===== src/rtl/id_ex_stage.sv =====
// -----------------------------------------------------------------------------
// id_ex_stage
//
// Decode / operand-fetch stage and ID/EX pipeline register of a 5-stage MIPS
// datapath. It drives the register file read addresses from the instruction
// in IF/ID, selects each operand (hard-wired $0, same-cycle writeback bypass,
// or register file data), sign-extends the immediate and detects load-use
// hazards against the instruction currently in EX. The decoded packet is
// registered into EX with one cycle of latency.
//
// Ports
//   clk, reset              rising-edge clock, asynchronous active-low reset
//   id_valid/id_instr/id_pc instruction presented by IF/ID
//   flush                   squash the instruction entering EX
//   rf_addr1/rf_addr2       register file read addresses (rs, rt)
//   rf_data1/rf_data2       register file combinational read data
//   wb_we/wb_addr/wb_data   writeback port landing on the same edge
//   stall                   combinational; IF/ID holds this cycle
//   ex_*                    registered instruction packet for EX
//   stall_cnt               saturating count of stall cycles
// -----------------------------------------------------------------------------
module id_ex_stage #(
  parameter int          CNT_W     = 16,
  parameter logic [5:0]  LOAD_OPC  = 6'h23,
  parameter logic [5:0]  STORE_OPC = 6'h2B
) (
  input  logic             clk,
  input  logic             reset,
  input  logic             id_valid,
  input  logic [31:0]      id_instr,
  input  logic [31:0]      id_pc,
  input  logic             flush,
  output logic [4:0]       rf_addr1,
  output logic [4:0]       rf_addr2,
  input  logic [31:0]      rf_data1,
  input  logic [31:0]      rf_data2,
  input  logic             wb_we,
  input  logic [4:0]       wb_addr,
  input  logic [31:0]      wb_data,
  output logic             stall,
  output logic             ex_valid,
  output logic [31:0]      ex_pc,
  output logic [5:0]       ex_opcode,
  output logic [5:0]       ex_funct,
  output logic [31:0]      ex_op1,
  output logic [31:0]      ex_op2,
  output logic [31:0]      ex_imm,
  output logic [4:0]       ex_dest,
  output logic             ex_we,
  output logic             ex_is_load,
  output logic             ex_is_store,
  output logic [CNT_W-1:0] stall_cnt
);

  localparam logic [5:0] OPC_RTYPE = 6'h00;
  localparam logic [5:0] OPC_BEQ   = 6'h04;
  localparam logic [5:0] OPC_ADDI  = 6'h08;
  localparam logic [5:0] OPC_ANDI  = 6'h0C;
  localparam logic [5:0] OPC_ORI   = 6'h0D;

  // Decoded fields of the ID instruction
  logic [5:0]  opcode;
  logic [4:0]  rs, rt, rd;
  logic        uses_rt;
  logic        has_dest;
  logic [4:0]  dest;
  logic        dest_we;
  logic [31:0] op1_sel, op2_sel;
  logic [31:0] imm_sext;

  // Pipeline register state
  logic             ex_valid_q,    ex_valid_d;
  logic [31:0]      ex_pc_q,       ex_pc_d;
  logic [5:0]       ex_opcode_q,   ex_opcode_d;
  logic [5:0]       ex_funct_q,    ex_funct_d;
  logic [31:0]      ex_op1_q,      ex_op1_d;
  logic [31:0]      ex_op2_q,      ex_op2_d;
  logic [31:0]      ex_imm_q,      ex_imm_d;
  logic [4:0]       ex_dest_q,     ex_dest_d;
  logic             ex_we_q,       ex_we_d;
  logic             ex_is_load_q,  ex_is_load_d;
  logic             ex_is_store_q, ex_is_store_d;
  logic [CNT_W-1:0] stall_cnt_q,   stall_cnt_d;

  // Operand select: $0 reads as zero even if something "writes" it, then a
  // writeback to the same register wins over the stale register file value.
  function automatic logic [31:0] operand(input logic [4:0]  addr,
                                          input logic [31:0] rf_val,
                                          input logic        w_en,
                                          input logic [4:0]  w_addr,
                                          input logic [31:0] w_data);
    if (addr == 5'd0)                   return 32'h0;
    else if (w_en && (w_addr == addr))  return w_data;
    else                                return rf_val;
  endfunction

  // NOTE: every signal assigned in always_comb gets a default at the top so
  // no path leaves it unassigned, which would otherwise infer a latch.
  always_comb begin
    opcode   = id_instr[31:26];
    rs       = id_instr[25:21];
    rt       = id_instr[20:16];
    rd       = id_instr[15:11];
    imm_sext = {{16{id_instr[15]}}, id_instr[15:0]};

    uses_rt  = (opcode == OPC_RTYPE) || (opcode == STORE_OPC) || (opcode == OPC_BEQ);

    has_dest = 1'b0;
    dest     = 5'd0;
    if (opcode == OPC_RTYPE) begin
      has_dest = 1'b1;
      dest     = rd;
    end else if ((opcode == LOAD_OPC) || (opcode == OPC_ADDI) ||
                 (opcode == OPC_ANDI) || (opcode == OPC_ORI)) begin
      has_dest = 1'b1;
      dest     = rt;
    end
    dest_we = id_valid && has_dest && (dest != 5'd0);

    op1_sel = operand(rs, rf_data1, wb_we, wb_addr, wb_data);
    op2_sel = operand(rt, rf_data2, wb_we, wb_addr, wb_data);

    // Load in EX whose result is needed by the instruction in ID: the value
    // only exists after MEM, so ID must wait one cycle.
    stall = id_valid && ex_valid_q && ex_is_load_q && (ex_dest_q != 5'd0) &&
            ((ex_dest_q == rs) || (uses_rt && (ex_dest_q == rt)));
  end

  always_comb begin
    // Default: hold everything; the bubble branches only touch control bits,
    // so data fields keep their last (defined) values.
    ex_valid_d    = ex_valid_q;
    ex_pc_d       = ex_pc_q;
    ex_opcode_d   = ex_opcode_q;
    ex_funct_d    = ex_funct_q;
    ex_op1_d      = ex_op1_q;
    ex_op2_d      = ex_op2_q;
    ex_imm_d      = ex_imm_q;
    ex_dest_d     = ex_dest_q;
    ex_we_d       = ex_we_q;
    ex_is_load_d  = ex_is_load_q;
    ex_is_store_d = ex_is_store_q;
    stall_cnt_d   = stall_cnt_q;

    if (flush || stall) begin
      ex_valid_d    = 1'b0;
      ex_we_d       = 1'b0;
      ex_is_load_d  = 1'b0;
      ex_is_store_d = 1'b0;
      ex_dest_d     = 5'd0;
    end else begin
      ex_valid_d    = id_valid;
      ex_we_d       = dest_we;
      ex_dest_d     = dest_we ? dest : 5'd0;
      ex_is_load_d  = id_valid && (opcode == LOAD_OPC);
      ex_is_store_d = id_valid && (opcode == STORE_OPC);
      // Data fields are only taken from a valid instruction so an idle IF/ID
      // with undriven register reads cannot push X into EX.
      if (id_valid) begin
        ex_pc_d     = id_pc;
        ex_opcode_d = opcode;
        ex_funct_d  = id_instr[5:0];
        ex_op1_d    = op1_sel;
        ex_op2_d    = op2_sel;
        ex_imm_d    = imm_sext;
      end
    end

    // A flushed cycle is not a stall cycle even if the hazard was present.
    if (stall && !flush && (stall_cnt_q != {CNT_W{1'b1}}))
      stall_cnt_d = stall_cnt_q + CNT_W'(1);
  end

  // NOTE: sequential state uses non-blocking assignments so every flop
  // samples the pre-edge values regardless of statement order.
  always_ff @(posedge clk or negedge reset) begin
    if (!reset) begin
      ex_valid_q    <= 1'b0;
      ex_pc_q       <= 32'h0;
      ex_opcode_q   <= 6'h0;
      ex_funct_q    <= 6'h0;
      ex_op1_q      <= 32'h0;
      ex_op2_q      <= 32'h0;
      ex_imm_q      <= 32'h0;
      ex_dest_q     <= 5'd0;
      ex_we_q       <= 1'b0;
      ex_is_load_q  <= 1'b0;
      ex_is_store_q <= 1'b0;
      stall_cnt_q   <= '0;
    end else begin
      ex_valid_q    <= ex_valid_d;
      ex_pc_q       <= ex_pc_d;
      ex_opcode_q   <= ex_opcode_d;
      ex_funct_q    <= ex_funct_d;
      ex_op1_q      <= ex_op1_d;
      ex_op2_q      <= ex_op2_d;
      ex_imm_q      <= ex_imm_d;
      ex_dest_q     <= ex_dest_d;
      ex_we_q       <= ex_we_d;
      ex_is_load_q  <= ex_is_load_d;
      ex_is_store_q <= ex_is_store_d;
      stall_cnt_q   <= stall_cnt_d;
    end
  end

  assign rf_addr1    = rs;
  assign rf_addr2    = rt;
  assign ex_valid    = ex_valid_q;
  assign ex_pc       = ex_pc_q;
  assign ex_opcode   = ex_opcode_q;
  assign ex_funct    = ex_funct_q;
  assign ex_op1      = ex_op1_q;
  assign ex_op2      = ex_op2_q;
  assign ex_imm      = ex_imm_q;
  assign ex_dest     = ex_dest_q;
  assign ex_we       = ex_we_q;
  assign ex_is_load  = ex_is_load_q;
  assign ex_is_store = ex_is_store_q;
  assign stall_cnt   = stall_cnt_q;

endmodule


===== config.mk =====
export PLATFORM = sky130hd
export DESIGN_NAME = id_ex_stage
export DESIGN_NICKNAME = d
export VERILOG_FILES = /design/src/rtl/id_ex_stage.sv
export SDC_FILE = /design/constraint.sdc
export NUM_CORES = 1
export LEC_CHECK = 0
export ABC_AREA = 1
export CAP_MARGIN = 20
export CELL_PAD_IN_SITES_DETAIL_PLACEMENT = 0
export CELL_PAD_IN_SITES_GLOBAL_PLACEMENT = 1
export CORE_AREA = 10 10 171 173
export CTS_CLUSTER_SIZE = 14
export DETAILED_ROUTE_END_ITERATION = 10
export DIE_AREA = 0 0 181 183
export PLACE_DENSITY_LB_ADDON = 0.1
export SLEW_MARGIN = 20
export SYNTH_ARGS = -nofsm -noshare
export SYNTH_HDL_FRONTEND = slang
export SYNTH_SLANG_ARGS = --single-unit
export TNS_END_PERCENT = 10

===== constraint.sdc =====
create_clock -name clk -period 3.1 [get_ports clk]
set_input_delay 0.62 -clock clk [delete_from_list [all_inputs] [get_ports clk]]
set_output_delay 0.62 -clock clk [all_outputs]
set_load 0.1 [all_outputs]

; ---- Word-level counts from Yosys, hierarchy flattened
; Index checks and enable logic that the tools add are counted.
[classes]
addsub = 1
eq_ne = 11
muxes = 14
bitwise_logic = 1
n_reduce_logical = 27
[op_table]
columns = cell, n
row1 = $mux 32, 4
row2 = $eq 5x5->1, 4
row3 = $mux 5, 4
row4 = $eq 6x4->1 const B, 3
row5 = $add 16x1->16 const B, 1
row6 = $ne 16x16->1 const B, 1
row7 = $logic_and 1x1->1, 13
row8 = $eq 6x6->1 const B, 2
row9 = $logic_not 5->1, 2
row10 = $reduce_bool 5->1, 2
row11 = $logic_or 1x1->1, 7
row12 = $eq 6x3->1 const B, 1
row13 = $logic_not 6->1, 1
row14 = $mux 1, 6
row15 = $reduce_and 2->1, 1
row16 = $logic_not 1->1, 1
row17 = $not 1->1, 1
[totals]
regBits = 149
inputBits = 170
wordCells = 66

; ---- Longest topological paths before layout
[logic_depth]
ltp_word = 10
mapped_depth = 13
mapped_depth_nobuf = 11

; ---- Least setup slack after synthesis
; OpenSTA, ideal clock, no wires.
[synth_path]
kind = register -> output
startpoint = register ex_dest_q[0] (netlist: ex_dest[0])
endpoint = output stall
arrival_time_ns = 2.246
path_slack_ns = 0.234
stages_incl_launch_ff = 9
path_buffers = 0
cell_sequence = dfrtp_1 -> inv_1 -> nand2_1 -> nand2_1 -> nor2_1 -> nand2_1 -> o21ai_2 -> nand2_2 -> inv_1
[synth_via]
elab_chain_len = 4
word_cells_on_any_way = 7
classes_between = eq/ne (2) / reduce/logical (5)
[synth_rtl]
columns = element, line
row1 = from (decl), 79  ; logic [4:0] ex_dest_q, ex_dest_d;
row2 = from (signal assigned), 198  ; ex_dest_q <= ex_dest_d;
row3 = $eq 5x5->1, 126  ; ((ex_dest_q == rs) || (uses_rt && (ex_dest_q == rt)));
row4 = $logic_and 1x1->1, 126
row5 = $logic_or 1x1->1, 126
row6 = $logic_and 1x1->1 (*), 125  ; stall = id_valid && ex_valid_q && ex_is_load_q && (ex_dest_q != 5'd0) &&
row7 = to (decl), 40  ; output logic stall,
; Mark *: on every way between the ends. The rest lies on a longest branch, timed or not.

; ---- Worst setup path in the final report
[layout_path]
startpoint = input id_instr[20]
endpoint = output stall
[layout_via]
elab_chain_len = 4
[layout_rtl]
columns = element, line
row1 = from (decl), 30  ; input logic [31:0] id_instr,
row2 = $eq 5x5->1, 126
row3 = $logic_and 1x1->1, 126
row4 = $logic_or 1x1->1, 126
row5 = $logic_and 1x1->1, 125
; No other way between the ends.

==> results.toml <==
[setup_path]
path_max_fanout = 5
r2r_start = "ex_dest[0]"
rrSetupSlack_ps = 1150
crit_start = "id_instr[20]"
rr_worst_depth = 12
endpoint_kind = "output port"
cp-endpoint = "stall"
start_kind = "primary input"
rr_endpoint = "ex_op1[5]"
required_ps = 2480
crit_type = "in -> out"
crit_arrival_ps = 2200

[layout]
final_common_cell = "nand2_1"
fin_util_pct = 44.6
drive_gt1_share_pct = 19.1
syn2layout_area_growth_pct = 50.9
most-common-layout-cells = "nand2_1 (478), buf_4 (194), clkdlybuf4s50_1 (168), dfrtp_1 (143), nand4_1 (67)"
finalNetCount = 1476
final_cell_area_um2 = 11500

[timing]
finalCritPeriodShare_pct = 90.9
fmax_mhz = 355
hold_viol = 0
finalSetupViolCount = 0
skew_ps = 11.4
drv_slew = 0
hold_slack_ps = 122
slew_headroom_pct = 65.8
max_slew.worst_pin.slew_ps = 512
rsz0062_at_grt = "no"
fin_crit_ps = 2820
timing.setup.tns_ps = 0

[pwr]
ir_worst_vdd_uv = 360
p_leak_nw = 5.89
power_density_nw_per_um2 = 635

[synth]
synthArstFlopShare_pct = 100
avgSynthCellArea_um2 = 7.57
synth_fp_nets = 1176
yosysWarningCount = 0
yosysSeqAreaShare_pct = 47.0
synthFlopType = "dfrtp_1"
ys_seq_elements = 143
synth_cell_type_count = 29
synth_edf_count = 0
netlist_area_um2 = 7610
syn-instance-count = 1005

[outcome]
run_status = "finished clean"

[die]
die-area_um2 = 33100
initial_core_util_pct = 29.5
core_um2 = 25800
ios = 346
fp.dieW_um = 181
die_h_um = 183
row_count = 59

[detailed_routing]
vias_per_cell = 4.67
drc_errors = 0
ant_nets = 0
first_pass_iters = 4
drt-total-wl_um = 32200
initialDrtViolationCount = 420
routedWlPerCell_um = 19.5
num_vias = 7737

[job]
drv_cap = 0

[global_routing]
antenna_found_initial = 2
grt_use_total_pct = 18.6
grt_pass1_wl_um = 48800
grt_max_degree = 73
grt_pass1_vias = 7897
overflow = 0

[min_path]
hp-class = "in -> async"

[clocking]
cts-resized-gates = 0
cts_root_buf = "clkbuf_16"
numClockSinks = 143
htreeDepth = 4
cts_tree = "done"
path_clk_slew_ps = 70
clock_latency_ps = 420
cts_buffers = 17
cts_setup_buffers = 0
hold_buffers = 0
clockBufferDepth = 2

[place]
placed_area_um2 = 10900
io_buffers = 345
detailed_place_hpwl_um = 23400
gp_congestion = 0.847
[sequential cells by signal (all words and copies together), names as in the netlist]
signal,flops
ex_opcode,6
ex_funct,5
ex_is_load,1
stall_cnt,16
ex_imm,11
ex_we,1
ex_valid,1
ex_dest,5
ex_pc,32
ex_is_store,1
ex_op2,32
ex_op1,32
[through the flow]
step | cells | power (W) | setup WS [ps]
after global placement | 1621 | 0.00529 | 309
after detailed placement | 1621 | 0.00530 | 271
after floorplan | 1005 | 0.00443 | 234
after global routing | 1653 | 0.00759 | 154
final | 1656 | 0.00729 | 282
after CTS | 1653 | 0.00739 | 270
[cell usage after synthesis, types with 2 or more instances]
cell type  count  area [um2]
inv_1         34         128
nand3_1       35         175
buf_1          2        7.51
inv_2          2        7.51
nand2_1      478        1790
o22ai_1        5        31.3
buf_2         17        85.1
nor3_1         9        45.0
nor2_1        34         128
dfrtp_1      143        3580
buf_4         33         248
clkbuf_1      38         143
nand4_1       67         419
a21boi_1      20         150
a21boi_0      44         330
xnor2_1        6        52.6
o21ai_0       11        55.1
a21oi_1        3        15.0
xor2_1        14         123
[report_power, final]
group / leakage (nW) / switching [W] / internal, W / total [W]
Sequential: 1.81 / 0.000132 / 0.00207 / 0.00220
Clock: 0.272 / 0.000977 / 0.00107 / 0.00205
Combinational: 3.80 / 0.00238 / 0.000667 / 0.00305
[worst min-delay path by stage]
stage	startpoint	to	cells past startpoint
4_1_cts	reset	ex_imm[10]	1
6_report	reset	ex_imm[10]	1
3_3_place_gp	ex_pc[4]	ex_pc[4]	2
5_1_grt	reset	ex_imm[10]	1
3_5_place_dp	ex_pc[29]	ex_pc[29]	2
2_1_floorplan	reset	ex_dest[0]	0
[area by class of cell]
type                    count  area, um2
fillers                  2684      14300
clock buffers              17        425
clock inverters            15        140
flip-flops and latches    143       3580
inverters                  36        138
well taps                 335        419
multi-input cells         736       3470
diodes                      3       7.51
repair buffers            371       3310
[metal layers]
layer / share of wire (%) / vias to the layer above / wire [um] / global-route usage (%)
met4: 1.3 / 0 / 412 / 4.56
met5: 0 / - / 0 / 0
li1: - / 3804 / - / -
met3: 9.3 / 17 / 2990 / 7.60
met2: 47 / 243 / 15100 / 30.1
met1: 42 / 3673 / 13700 / 22.8
[critical path: stages]
cell and delay, ps:
clkdlybuf4s50_1 580, inv_1 100, nand2_1 70, nand2_1 50, nor2_1 100, nand2_1 70, o21ai_2 180, nand2_2 130
inv_1 110, buf_12 180
[logic make-up (layout without fill, tap and decap cells)]
| group | count (synthesis) | after routing | share of synthesized area (%) |
|---|---|---|---|
| flip-flops | 143 | 143 | 47.0 |
| other | 0 | 3 | 0 |
| buffers and inverters | 126 | 439 | 8.12 |
| AO/OA/AOI/OAI | 85 | 85 | 7.88 |
| AND/OR/NAND/NOR | 630 | 630 | 34.5 |
| XOR/XNOR | 20 | 20 | 2.30 |
| adder cells (fa/ha/maj) | 1 | 1 | 0.164 |
(Power assumes the default switching activity.)
==> RTL change 1, RTL diff (config.mk and constraints unchanged) <==
Set the parameter `CNT_W` to 24 (it was 16).
--- a/src/rtl/id_ex_stage.sv
+++ b/src/rtl/id_ex_stage.sv
@@ -22,3 +22,3 @@
 module id_ex_stage #(
-  parameter int          CNT_W     = 16,
+  parameter int          CNT_W     = 24,
   parameter logic [5:0]  LOAD_OPC  = 6'h23,
Interface: changed (resized stall_cnt); port bits go from 346 to 354. No check against the original RTL was run, so the function may have changed too.
==> RTL change 1 against the unedited design <==
Power increased by 1.8%. Design area increased by 6.4%. Routed wire length decreased by 3.3%. Setup slack got worse by 0.094 ns. Critical path depth increased by 1. Global-route usage decreased by 0.31 points. Largest cell class unchanged. Sequential cell count increased by 8. Highest routed layer is now met5. Count of clock-buffer cells in the layout unchanged. Synthesized area increased by 10%.
==> RTL change 1: results (changes against the unedited design) <==
asr flop ratio synth=100% (unchanged); H-tree levels=4 (unchanged); clk slew on worst S/H paths=0.07 ns (about the same); port buffer count=353 (+2.3%); buffer count from post-CTS setup fixing=0 (unchanged); fin nets=1717 (+16%); GR Util All Layers=18.3% (-0.31 points); R2R Setup Slk=0.97 ns (-0.18 ns); first-pass GRT wire length=48.8 mm (about the same); largest net degree at the start of global routing=65 (-11%); antenna violations before repair=8 (+6); Bufs on Longest Clock Path=2 (unchanged); vias per cell=4.44 (-5.1%); Crit Path Max Fanout=9 (+4); final hold slack=0.155 ns (+0.0329 ns); Syn Nets=1409 (+20%); Netlist cell types=29 (unchanged); Worst-Skew Late Latency=0.44 ns (+0.02 ns); Tightest Pin Transition=0.709 ns (+0.197 ns); Starting DRT DRC Count=424 (+0.95%); VDD IR max=0.297 mV (-18%); Ys Warns=0 (unchanged); post-route ant nets=0 (unchanged); status=finished clean; vias in the first global route=8475 (+7.3%); Avg WL per Cell=16.4 µm (-16%); layout cells sized above 1=15.8% (-3.3 points); TritonCTS buffer count=17 (unchanged); Place WS=0.195 ns (-0.0757 ns); Crit path arrival time=2.29 ns (+0.09 ns); cts repair resizes=0 (unchanged); Synth area leaders=dfrtp_1 (45%), nand2_1 (27%), nor2_1 (8.1%); sequential share of the synthesized area=45.0% (-2.0 points); fmax=0.343 GHz (-3.2%); iteration count of the initial detailed-routing pass=6 (+2); Layout Skew=0.0203 ns (+0.00892 ns); HPWL Detailed=22.8 mm (-2.9%); Worst Hold Class=input pin to asynchronous set/reset pin; commonest cells in the synthesized netlist=nand2_1 (612), nor2_1 (182), dfrtp_1 (151); RD Place Congestion=0.834 (-1.6%); clock root buffer=clkbuf_16; Pleak=6.80 nW (+16%); Fill cells=2677 (-0.26%)
[RTL change 1: cells by family after synthesis]
group | Yosys count | share of synthesized area (%)
xor+xnor | 22 | 2.30
compound gates | 21 | 1.48
buf+inv | 183 | 10.7
fa+ha+maj | 1 | 0.149
flops | 151 | 45.0
simple gates | 860 | 40.3
[RTL change 1: layout make-up]
cell class	count	area, µm²	share of cell area (%)
clock buffers	17	425	3.48
diodes	5	12.5	0.102
repair buffers	372	3300	27.0
clock inverters	15	181	1.48
flip-flops and latches	151	3780	30.9
multi-input cells	904	3720	30.4
well taps	335	419	3.43
inverters	100	378	3.09
[RTL change 1: layer usage]
| layer | vias up | global-route usage (%) | wire [µm] |
|---|---|---|---|
| li1 | 4315 | - | - |
| met1 | 3833 | 22.3 | 13400 |
| met2 | 244 | 30.2 | 14700 |
| met3 | 24 | 6.79 | 2730 |
| met4 | 8 | 4.72 | 262 |
| met5 | - | 0 | 46 |
[RTL change 1: critical path, cell delays in order]
cell	delay, ns
clkdlybuf4s50_1	0.59
inv_1	0.13
nand2_1	0.07
nand2_1	0.05
nor2_1	0.13
nand2_1	0.10
nor2_1	0.09
nor2_1	0.05
nor2_1	0.09
buf_4	0.18
buf_12	0.18
[RTL change 1: report_power, final]
group | total, mW | leakage (nW) | switching (mW) | internal, mW
Clock | 2.13 | 0.289 | 1.04 | 1.09
Sequential | 2.29 | 1.92 | 0.122 | 2.17
Combinational | 3.00 | 4.59 | 2.34 | 0.658
Total | 7.42 | 6.80 | 3.50 | 3.92
[RTL change 1: path summary, 6_finish.rpt]
| check | from | end | cells past startpoint |
|---|---|---|---|
| worst max-delay path | id_instr[20] | stall | 11 |
| worst min-delay path | reset | ex_op1[6] | 1 |
| worst max register to register | stall_cnt[0] | stall_cnt[12] | 10 |
| worst min register to register | ex_op2[28] | ex_op2[28] | 2 |
| max in group asynchronous | reset | ex_imm[12] | 2 |
| min in group clk | ex_op2[28] | ex_op2[28] | 2 |
[RTL change 1: stage by stage]
stage,cells,cell area [µm²]
global route,1897,12200
finish,1899,12200
global placement,1862,11600
CTS,1894,12200
detailed placement,1862,11600
floorplan,1238,8390
==> RTL change 2, RTL diff (same settings) <==
Without the edit above. Take the reset off `ex_op2_q` and load it in a clocked block of its own.
--- a/src/rtl/id_ex_stage.sv
+++ b/src/rtl/id_ex_stage.sv
@@ -182,3 +182,2 @@
       ex_op1_q      <= 32'h0;
-      ex_op2_q      <= 32'h0;
       ex_imm_q      <= 32'h0;
@@ -195,3 +194,2 @@
       ex_op1_q      <= ex_op1_d;
-      ex_op2_q      <= ex_op2_d;
       ex_imm_q      <= ex_imm_d;
@@ -203,2 +201,6 @@
     end
+  end
+
+  always_ff @(posedge clk) begin
+    ex_op2_q <= ex_op2_d;
   end
Formal check against the unedited RTL: not equivalent (Yosys sat finds a counterexample within 4 cycles, from zero or initial values and one cycle with reset low).
==> RTL change 2 against the unedited design <==
Synthesized area fell by 1.1%. Die area did not move. Register-to-register slack got worse by 0.59 ns. Sequential cell count did not move. Routed wire length fell by 6.7%. Setup slack improved by 0.053 ns. Design area barely moved. Power fell by 3.0%. Hold slack improved by 0.067 ns. Via count fell by 4.2%. Non-clock buffer count rose by 4. Maximum frequency rose by 1.9%.
==> RTL change 2: results (changes against the unedited design) <==
Critical R2R Launch=stall_cnt[0]; Power Total=7.07 mW (-3.0%); Top Metal Used=met5; met2 usage=27.8% (-2.3 points); Worst Reg-to-Reg Cells=9 (-3); sequential share of the synthesized area=49.7% (+2.6 points); commonest cells in the synthesized netlist=nand2_1 (356), dfrtp_1 (111), nand3_1 (106); status=finished clean; Placed Area=0.0109 mm² (-0.46%); first-pass GRT wire length=46.0 mm (-5.7%); Fill cells=2664 (-0.75%); asr flop ratio synth=77.6% (-22 points); fin nets=1464 (-0.81%); routing usage on met3=7.19% (-0.41 points); GR Util All Layers=17.5% (-1.1 points); met2 wire length=13.9 mm (-8.5%); VDD IR max=0.308 mV (-15%); Syn Nets=1157 (-1.6%); vias per cell=4.52 (-3.3%); Starting DRT DRC Count=584 (+39%); layout cells sized above 1=19.9% (+0.79 points); Crit path arrival time=2.14 ns (-0.06 ns); Post-Route M1 WL=13.1 mm (-4.2%); RR Endpoint=stall_cnt[3]; Pleak=5.85 nW (-0.60%); final hold slack=0.189 ns (+0.0666 ns); Crit Path Max Fanout=4 (-1); grt met1 use=22.0% (-0.81 points); met3 routed WL=2.78 mm (-7.0%); Post-synth EDFFs=32 (+32); HPWL Detailed=22.7 mm (-3.2%)
RTL change 2: cell type report:
cell class | instances | area [µm²] | area share, %
Inverter | 65 | 244 | 2.12
Antenna cell | 1 | 2.50 | 0.0218
Clock inverter | 14 | 168 | 1.46
Multi-Input combinational cell | 691 | 3110 | 27.1
Tap cell | 335 | 419 | 3.65
Sequential cell | 143 | 3740 | 32.6
Clock buffer | 18 | 450 | 3.92
Timing Repair Buffer | 375 | 3350 | 29.2
RTL change 2: cell families after synthesis:
kind of cell             synth area share, %
AO/OA/AOI/OAI                           3.27
XOR/XNOR                                1.98
adder cells (fa/ha/maj)                0.166
buffers and inverters                   9.66
flip-flops                              49.7
AND/OR/NAND/NOR                         35.3
RTL change 2: metrics by stage:
step	cells	setup slack [ns]	utilization, %
floorplan	986	0.00901	-
global placement	1609	0.119	42.2
detailed placement	1609	0.0968	42.2
CTS	1641	0.301	44.6
global route	1641	0.159	44.6
finish	1642	0.335	44.6
